--- src/rtl/cpu_irq_claim.sv ---
// Interrupt claim/complete sequencer: claims a source from the interrupt controller over the bus,
// traps the core, and writes the ID back on completion. Define CPU_IRQ_CLAIM_TIMEOUT_EN for a bus timeout.
module cpu_irq_claim #(
    parameter logic [23:0] CLAIM_ADDRESS  = 24'h200004,
    parameter int unsigned TIMEOUT_CYCLES = 255
) (
    input  logic        i_clock,
    input  logic        i_reset,
    input  logic        i_interrupt,
    input  logic        i_enable,
    output logic        o_irq,
    output logic [31:0] o_irq_id,
    input  logic        i_irq_ack,
    input  logic        i_complete,
    output logic        o_request,
    output logic        o_rw,
    output logic [23:0] o_address,
    output logic [31:0] o_wdata,
    input  logic [31:0] i_rdata,
    input  logic        i_ready,
    output logic        o_bus_error
);

    localparam logic [2:0] StIdle     = 3'd0;
    localparam logic [2:0] StClaim    = 3'd1;
    localparam logic [2:0] StTrap     = 3'd2;
    localparam logic [2:0] StActive   = 3'd3;
    localparam logic [2:0] StComplete = 3'd4;
    localparam logic [2:0] StGap      = 3'd5;

    logic [2:0]  state_q, state_d;
    logic        request_q, request_d;
    logic        rw_q, rw_d;
    logic [23:0] address_q, address_d;
    logic [31:0] wdata_q, wdata_d;
    logic        irq_q, irq_d;
    logic [31:0] irq_id_q, irq_id_d;
    logic        bus_error_q, bus_error_d;
    logic        release_bus;
    logic        timeout;

`ifdef CPU_IRQ_CLAIM_TIMEOUT_EN
    logic [7:0] count_q, count_d;

    // Counter idles at zero, so every new request starts counting from scratch.
    assign count_d = request_q ? count_q + 8'd1 : 8'd0;
    assign timeout = request_q && ((32'(count_q) + 32'd1) >= TIMEOUT_CYCLES);

    always_ff @(posedge i_clock or posedge i_reset) begin
        if (i_reset) begin
            count_q <= 8'd0;
        end else begin
            count_q <= count_d;
        end
    end
`else
    logic unused_timeout_cycles;

    assign unused_timeout_cycles = ^TIMEOUT_CYCLES;
    assign timeout = 1'b0;
`endif

    always_comb begin
        state_d     = state_q;
        request_d   = request_q;
        rw_d        = rw_q;
        address_d   = address_q;
        wdata_d     = wdata_q;
        irq_d       = irq_q;
        irq_id_d    = irq_id_q;
        bus_error_d = 1'b0;
        release_bus = 1'b0;

        case (state_q)
            StIdle: begin
                if (i_interrupt && i_enable) begin
                    state_d   = StClaim;
                    request_d = 1'b1;
                    rw_d      = 1'b0;
                    address_d = CLAIM_ADDRESS;
                    wdata_d   = 32'd0;
                end
            end
            StClaim: begin
                if (i_ready) begin
                    release_bus = 1'b1;
                    if (i_rdata != 32'd0) begin
                        irq_id_d = i_rdata;
                        irq_d    = 1'b1;
                        state_d  = StTrap;
                    end else begin
                        state_d = StGap;
                    end
                end else if (timeout) begin
                    release_bus = 1'b1;
                    bus_error_d = 1'b1;
                    state_d     = StGap;
                end
            end
            StTrap: begin
                if (i_irq_ack) begin
                    irq_d   = 1'b0;
                    state_d = StActive;
                end
            end
            StActive: begin
                // Pending interrupts wait here; only completion moves us on.
                if (i_complete) begin
                    state_d   = StComplete;
                    request_d = 1'b1;
                    rw_d      = 1'b1;
                    address_d = CLAIM_ADDRESS;
                    wdata_d   = irq_id_q;
                end
            end
            StComplete: begin
                if (i_ready) begin
                    release_bus = 1'b1;
                    state_d     = StGap;
                end else if (timeout) begin
                    release_bus = 1'b1;
                    bus_error_d = 1'b1;
                    state_d     = StGap;
                end
            end
            StGap: begin
                state_d  = StIdle;
                irq_id_d = 32'd0;
            end
            default: begin
                state_d = StIdle;
            end
        endcase

        if (release_bus) begin
            request_d = 1'b0;
            rw_d      = 1'b0;
            address_d = 24'd0;
            wdata_d   = 32'd0;
        end
    end

    always_ff @(posedge i_clock or posedge i_reset) begin
        if (i_reset) begin
            state_q     <= StIdle;
            request_q   <= 1'b0;
            rw_q        <= 1'b0;
            address_q   <= 24'd0;
            wdata_q     <= 32'd0;
            irq_q       <= 1'b0;
            irq_id_q    <= 32'd0;
            bus_error_q <= 1'b0;
        end else begin
            state_q     <= state_d;
            request_q   <= request_d;
            rw_q        <= rw_d;
            address_q   <= address_d;
            wdata_q     <= wdata_d;
            irq_q       <= irq_d;
            irq_id_q    <= irq_id_d;
            bus_error_q <= bus_error_d;
        end
    end

    assign o_request   = request_q;
    assign o_rw        = rw_q;
    assign o_address   = address_q;
    assign o_wdata     = wdata_q;
    assign o_irq       = irq_q;
    assign o_irq_id    = irq_id_q;
    assign o_bus_error = bus_error_q;

endmodule

--- config.mk ---
export PLATFORM = sky130hd
export DESIGN_NAME = cpu_irq_claim
export DESIGN_NICKNAME = d
export VERILOG_FILES = /design/src/rtl/cpu_irq_claim.sv
export SDC_FILE = /design/constraint.sdc
export NUM_CORES = 1
export LEC_CHECK = 0
export ABC_CLOCK_PERIOD_IN_PS = 5900
export BUFFER_PORTS_ARGS = -buffer_cell sky130_fd_sc_hd__buf_2
export CORE_UTILIZATION = 52
export CTS_BUF_LIST = sky130_fd_sc_hd__clkbuf_8
export DETAILED_ROUTE_END_ITERATION = 8
export PLACE_DENSITY = 0.94
export SKIP_LAST_GASP = 1
export SLEW_MARGIN = 20
export SYNTH_ARGS = -nofsm -noshare
export SYNTH_HDL_FRONTEND = slang
export SYNTH_SLANG_ARGS = --single-unit
--- constraint.sdc ---
create_clock -name i_clock -period 5.9 [get_ports i_clock]
set_input_delay 0.59 -clock i_clock [delete_from_list [all_inputs] [get_ports i_clock]]
set_output_delay 0.59 -clock i_clock [all_outputs]
set_load 0.05 [all_outputs]
==> results.md, run 1 <==
- Number of hold-slack violations in the final timing report: 0
- Time the final worst path needs with I/O delays and setup: 2.186 ns
- Largest net degree at the start of global routing: 71
- Starting Density: 0.5383
- Number of antenna violations at the first check in global routing: 0
- PostCTS Resize Cnt: 0
- Syn. warnings: 0
- Main flop type after synthesis: sky130_fd_sc_hd__dfrtp_1
- Number of standard cells after synthesis: 223
- Clock latency at the later pin of the worst-skew pair: 0.35 ns
- Cell breakdown of the critical path: buf_2 -> nor4_1 -> nand4_1 -> o21bai_4 -> a32o_1
- Placed Cells incl. Taps: 385
- Synth unique cells: 32
- Diodes inserted: 0
- Register clock-pin slew on the reported worst setup and hold paths: 0.07 ns
- Max transition margin: 0.4300
- Filler cell count in the final layout: 434
- Unrepaired setup endpoints after global routing: no
- Highest Clock Rate: 0.4575 GHz
- Die Wd: 77.50 um
- FF-to-FF End: o_wdata[19]
- Via count: 2317
- Combinational family with the most area after synthesis: compound AO/OA/AOI/OAI gates
- Sum of negative setup slack: 0 ns
- Final worst hold slack: 0.4666 ns
- Iteration count of the initial detailed-routing pass: 4
- Simple-gate portion of the synthesized area: 0.05445
- Vias in the first global route: 2265
- I/O Pins: 131
- Post-cts hold buffer count: 0
- Synthesized flop and latch total: 70
- WS Path Type: in -> reg
- Final setup fails: 0
- Compound-cell area share of the yosys netlist: 0.2364
- Launching point of the worst reg2reg path: state_q[1]
- FFs w/ async S/R, synth: 1.000
- Worst Setup End Kind: flop
- Cells on Worst Hold Path: 2
- Total standard cell area after synthesis: 2964 um2
- GR Util All Layers: 0.2445
- Cell Rows: 27
- Setup slack at placement: 3.298 ns
- Slowest CP cell: sky130_fd_sc_hd__o21bai_4
- Hold Path Class: in -> reg
- Aggregate routed wire length: 7020 um
- Adder-cell share of the synthesized area: 0
- Layout cell share with drive strength beyond 1: 0.4073
- Number of buffers created by CTS: 9
- Max-cap violation count: 0
- Total grt overflow: 0
- Area of the core: 5507 um2
- Post-CTS Setup Bufs: 0
- Htree depth: 3
- Final critical-path setup slack: 3.714 ns
- Height of the die: 77.50 um
- Post-route clock skew: 0.009125 ns
- Fin crit share: 0.3705
- Status: finished, final reports clean
- Fin. max-slew vios: 0
- Post-synth EDFFs: 0
- Proportion of netlist area held by the largest area contributor: 0.5910
- Stage delay of the slowest cell on the critical path: 0.70 ns
- Worst Setup Start Kind: primary input
- Worst slew pin tran: 0.8550 ns
- Final routed wire length divided by cell count: 17.51 um
- Clk Tree Root Cell: sky130_fd_sc_hd__clkbuf_8
- Worst Path Required: 6.17 ns
- Maximum buffer depth of the clock tree: 2
- Cell types with the largest area share after synthesis: sky130_fd_sc_hd__dfrtp_1 (59%), sky130_fd_sc_hd__a32o_1 (11%), sky130_fd_sc_hd__a22o_1 (9.5%), sky130_fd_sc_hd__buf_4 (6.3%), sky130_fd_sc_hd__buf_6 (2.3%)
- Layout-stage area growth over the synthesis result: 22.03%
- Post-Synthesis Mean Instance Area: 13.29 um2
- Final GP Congestion: 0.7438
- First-pass GRT wire length: 11200 um
- Total half-perimeter wirelength after legalization and detailed placement: 4753 um
- Worst hold path endpoint: o_irq_id[19]
- Area enclosed by the die boundary: 6006 um2
- Data arrival at the endpoint of the critical path: 2.46 ns
- Worst Min Path Start: i_rdata[19]
- CTS tree: done
- Multiplexer share of the synthesized area: 0.007598
- Worst setup slack for register-to-register paths: 3.73 ns
- Port-buffer cells: 107
- XOR/XNOR share of the synthesized area: 0.002955
- Drc violations: 0
- Number of DRC violations after detailed-routing iteration 0: 203
- Length in cells of the worst reg-to-reg path: 5
- Post-detailed-route count of antenna-violating nets: 0
- Post-DR vias/cell: 5.778
- Max Fanout on Critical Path: 33
- Final net count: 363
- Fin cells: 401
- Seq/Total Area, Yosys: 0.5910
- TritonCTS sink count: 70
- Synth area leader: sky130_fd_sc_hd__dfrtp_1
==> layout make-up <==
type                       instances  area, um2  area share
clock buffer                      11      151.4     0.04185
tap                               72      90.09     0.02490
multi-input combinational        130      993.5      0.2746
timing repair buffer             111      573.1      0.1584
clock inverter                     5      50.05     0.01384
sequential                        70       1752      0.4843
inverter                           2      7.507    0.002075
==> worst max-delay path: cells and delay by family <==
family | cells | cell delay (ns)
buf+inv | 1 | 0.12
compound gates | 2 | 0.99
simple gates | 2 | 0.74
==> kinds of logic after synthesis <==
group                     Yosys count
xor gates and xnor gates            1
and+or+nand+nor                    28
muxes                               1
DFF                                70
buffers and inverters              45
other                               1
AOI/OAI and AO/OA                  77
==> routing by layer <==
metal  track usage  vias up  share of wire  wire length [um]
met5             0        -              0                 0
met4        0.1226        0          0.026               180
met3       0.07882       14          0.072               504
met2        0.3628      111           0.49              3423
met1        0.3223     1165           0.41              2912
li1              -     1027              -                 -
==> cells in the mapped netlist, drive strengths merged, types with 2 or more instances <==
master,n
a22o,32
a32o,32
a21oi,2
nor4,8
o21bai,2
nand2,3
nand4,2
buf,37
a31oi,2
nand3b,2
nand2b,4
dfrtp,70
inv,2
nor2,5
clkbuf,6
==> sequential cells by signal (all words and copies together), names as in the netlist <==
register   flops
o_address      1
o_irq_id      32
o_irq          1
o_wdata       32
state_q        3
o_rw           1
==> layout by cell type (no fill, tap or decap), types with 2 or more instances in the layout <==
| master | count |
|---|---|
| sky130_fd_sc_hd__conb_1 | 23 |
| sky130_fd_sc_hd__buf_2 | 107 |
| sky130_fd_sc_hd__a32o_1 | 32 |
| sky130_fd_sc_hd__nor2_1 | 3 |
| sky130_fd_sc_hd__a21oi_1 | 2 |
| sky130_fd_sc_hd__nand3b_1 | 2 |
| sky130_fd_sc_hd__nor4_1 | 8 |
| sky130_fd_sc_hd__a31oi_1 | 2 |
| sky130_fd_sc_hd__nand4_1 | 2 |
| sky130_fd_sc_hd__clkbuf_8 | 11 |
| sky130_fd_sc_hd__a22o_1 | 32 |
| sky130_fd_sc_hd__nand2_1 | 3 |
| sky130_fd_sc_hd__nor2_2 | 2 |
| sky130_fd_sc_hd__dfrtp_1 | 70 |
| sky130_fd_sc_hd__buf_4 | 3 |
| sky130_fd_sc_hd__inv_1 | 3 |
| sky130_fd_sc_hd__nand2b_1 | 4 |
==> metrics by stage <==
| stage | instance area (um2) | utilization |
|---|---|---|
| 2_1_floorplan | 3047 | - |
| 3_3_place_gp | 3392 | 0.6160 |
| 3_5_place_dp | 3415 | 0.6201 |
| 4_1_cts | 3616 | 0.6567 |
| 5_1_grt | 3617 | 0.6569 |
| 6_report | 3617 | 0.6569 |
==> how the worst max path moves through the flow <==
stage                startpoint            to  slack, ns
floorplan               i_reset  o_address[2]       3.54
global placement    i_rdata[17]  o_irq_id[22]       3.16
detailed placement  i_rdata[17]  o_irq_id[14]       3.30
CTS                  i_rdata[7]  o_irq_id[14]       3.57
global route         state_q[1]   o_wdata[23]       3.61
finish               i_rdata[7]  o_irq_id[14]       3.71
Power of run 1 is not shown: default switching activity piles up to over one toggle a cycle in this logic, so the estimate is an artifact.
==> run 2, diff against run 1 <==
--- a/config.mk
+++ b/config.mk
@@ -5,12 +5,13 @@
 export SDC_FILE = /design/constraint.sdc
 export NUM_CORES = 1
 export LEC_CHECK = 0
-export ABC_CLOCK_PERIOD_IN_PS = 5900
+export ABC_AREA = 1
+export ABC_CLOCK_PERIOD_IN_PS = 2200
 export BUFFER_PORTS_ARGS = -buffer_cell sky130_fd_sc_hd__buf_2
-export CORE_UTILIZATION = 52
+export CORE_UTILIZATION = 50
 export CTS_BUF_LIST = sky130_fd_sc_hd__clkbuf_8
 export DETAILED_ROUTE_END_ITERATION = 8
-export PLACE_DENSITY = 0.94
+export PLACE_DENSITY = 0.89
 export SKIP_LAST_GASP = 1
 export SLEW_MARGIN = 20
 export SYNTH_ARGS = -nofsm -noshare
==> constraint.sdc (replaced) <==
create_clock -name i_clock -period 2.2 [get_ports i_clock]
set_input_delay 0.22 -clock i_clock [delete_from_list [all_inputs] [get_ports i_clock]]
set_output_delay 0.22 -clock i_clock [all_outputs]
set_load 0.05 [all_outputs]
==> run 2 against run 1 <==
Effect of this change: worst setup slack worse by 3.4 ns; routed wire length up 11%; synthesized cell count increased by 77%; die area up 14%; via count rose by 29%; sequential cell count unchanged; synthesized area grew 9.6%; non-clock buffer count grew 8; count of clock-buffer cells in the layout grew 1; global-route usage fell by 1.2 points; final cell count increased by 45%.
==> results.md, run 2 <==
- Syn. warnings: 0
- Commonest non-fill, non-tap cells in the layout: sky130_fd_sc_hd__nand2_1 (164), sky130_fd_sc_hd__buf_2 (107), sky130_fd_sc_hd__dfrtp_1 (70)
- Layout cell share with drive strength beyond 1: 0.2783
- Post-cts hold buffer count: 1
- Highest Clock Rate: 0.5267 GHz
- Max Fanout on Critical Path: 34
- Via count: 2993
- Max transition margin: 0.5773
- Number of DRC violations after detailed-routing iteration 0: 190
- TritonCTS sink count: 70
- PostCTS Resize Cnt: 0
- Die Wd: 82.62 um
- Sum of negative setup slack: 0 ns
- Total grt overflow: 0
- Post-detailed-route count of antenna-violating nets: 0
- Fin crit share: 0.8630
- Worst Setup End Kind: flop
- Maximum buffer depth of the clock tree: 2
- Iteration count of the initial detailed-routing pass: 5
- Htree depth: 3
- Number of antenna violations at the first check in global routing: 0
- Utilization after layout: 0.6256
- FFs w/ async S/R, synth: 1.000
- Synthesized flop and latch total: 70
- Cell types with the largest area share after synthesis: sky130_fd_sc_hd__dfrtp_1 (54%), sky130_fd_sc_hd__nand2_1 (19%), sky130_fd_sc_hd__nand4_1 (6.2%), sky130_fd_sc_hd__buf_4 (5.8%), sky130_fd_sc_hd__nand3_1 (5.5%)
- Number of hold-slack violations in the final timing report: 0
- Worst slew pin tran: 0.6331 ns
- I/O Pins: 131
- Post-Synthesis Mean Instance Area: 8.247 um2
- Post-synth EDFFs: 0
- Synth area leader: sky130_fd_sc_hd__dfrtp_1
- GR Util All Layers: 0.2324
- Final setup fails: 0
- Worst setup slack for register-to-register paths: 0.30 ns
- Hold Path Class: in -> reg
- Layout-stage area growth over the synthesis result: 21.56%
- Final critical-path setup slack: 0.3013 ns
- Time the final worst path needs with I/O delays and setup: 1.899 ns
- Clk Tree Root Cell: sky130_fd_sc_hd__clkbuf_8
- Status: finished, final reports clean
- Final GP Congestion: 0.8210
- Post-CTS Setup Bufs: 0
- Cell Rows: 29
- Main flop type after synthesis: sky130_fd_sc_hd__dfrtp_1
- Final net count: 539
- Data arrival at the endpoint of the critical path: 2.17 ns
- Starting Density: 0.5147
- Area enclosed by the die boundary: 6825 um2
- First-pass GRT wire length: 11580 um
- Height of the die: 82.62 um
- Total standard cell area after synthesis: 3249 um2
- Largest net degree at the start of global routing: 35
- Total half-perimeter wirelength after legalization and detailed placement: 5690 um
- Most used standard cells in the synthesized netlist: sky130_fd_sc_hd__nand2_1 (164), sky130_fd_sc_hd__dfrtp_1 (70), sky130_fd_sc_hd__nand3_1 (36), sky130_fd_sc_hd__nand4_1 (32), sky130_fd_sc_hd__nor2_1 (26)
- Unrepaired setup endpoints after global routing: no
- Proportion of netlist area held by the largest area contributor: 0.5391
- Aggregate routed wire length: 7792 um
- Cell with the most instances after synthesis: sky130_fd_sc_hd__nand2_1
- Worst Path Required: 2.47 ns
- Synth unique cells: 20
- CTS tree: done
- Fin. max-slew vios: 0
- Post-DR vias/cell: 5.160
- Seq/Total Area, Yosys: 0.5391
- Register clock-pin slew on the reported worst setup and hold paths: 0.07 ns
- WS Path Type: reg -> reg
- Worst Setup Start Kind: flop
- Post-route clock skew: 0.005789 ns
- Vias in the first global route: 2412
- Max-cap violation count: 0
- Drc violations: 0
- Number of standard cells after synthesis: 394
- Most common cell after layout, fill and taps aside: sky130_fd_sc_hd__nand2_1
- Diodes inserted: 0
- Number of buffers created by CTS: 9
- Filler cell count in the final layout: 578
- Final routed wire length divided by cell count: 13.43 um
- Setup slack at placement: 0.3324 ns
- Clock latency at the later pin of the worst-skew pair: 0.33 ns
- Area of the core: 6314 um2
- Port-buffer cells: 107
run 2: changes by cell type in the layout (fill, tap and decap cells not counted), moves of 8 or more:
cell / delta
sky130_fd_sc_hd__nand3_1: +35
sky130_fd_sc_hd__nand2_1: +161
sky130_fd_sc_hd__nor2_1: +22
sky130_fd_sc_hd__nor4_1: -8
sky130_fd_sc_hd__nand4_1: +30
sky130_fd_sc_hd__a32o_1: -32
sky130_fd_sc_hd__a22o_1: -32
run 2: per-layer routing:
layer,GRT usage,vias up,part of all wire
li1,-,1433,-
met4,0.1069,0,0.019
met2,0.3736,142,0.48
met5,0,-,0
met1,0.3060,1404,0.43
met3,0.04176,14,0.070
run 2: cells by family after synthesis:
| group | share of synthesized area |
|---|---|
| AO/OA/AOI/OAI | 0.008857 |
| other | 0.001154 |
| flip-flops | 0.5391 |
| AND/OR/NAND/NOR | 0.3485 |
| buffers and inverters | 0.1024 |
run 2: final cells by class:
cell class                 instances  area (um2)  area share
clock buffer                      12       165.2     0.04181
clock inverter                     2       8.758    0.002217
inverter                          10       37.54    0.009503
multi-input combinational        290        1250      0.3164
sequential                        70        1752      0.4435
tap                               77       96.34     0.02439
timing repair buffer             119       640.6      0.1622
run 2: worst max-delay path, cell delays in order (launching register included):
cell,delay [ns]
sky130_fd_sc_hd__dfrtp_1,0.41
sky130_fd_sc_hd__inv_2,0.12
sky130_fd_sc_hd__nand2_1,0.10
sky130_fd_sc_hd__nor2_1,0.19
sky130_fd_sc_hd__nand2_1,0.07
sky130_fd_sc_hd__nand2_1,0.07
sky130_fd_sc_hd__inv_1,0.06
sky130_fd_sc_hd__o21ai_2,0.07
sky130_fd_sc_hd__nand2_2,0.07
sky130_fd_sc_hd__inv_2,0.42
sky130_fd_sc_hd__nand2_1,0.13
sky130_fd_sc_hd__nand2_1,0.09
run 2: path summary, 6_finish.rpt:
kind | from | to | cells past startpoint
max in group asynchronous | i_reset | o_wdata[17] | 4
worst max-delay path | state_q[1] | o_wdata[25] | 11
min in group asynchronous | i_reset | o_wdata[7] | 3
worst min register to register | o_irq | o_irq | 2
worst min-delay path | i_rdata[8] | o_irq_id[8] | 3
worst max register to register | state_q[1] | o_wdata[25] | 11
run 2: metrics by stage:
step	hold WS (ns)	cell area, um2	std cells
after floorplan	0.3690	3332	416
after global placement	0.3291	3766	565
after detailed placement	0.3353	3766	565
after CTS	0.1342	3950	580
after global routing	0.1473	3950	580
final	0.1415	3950	580
Power of run 2 is left out for the same reason.
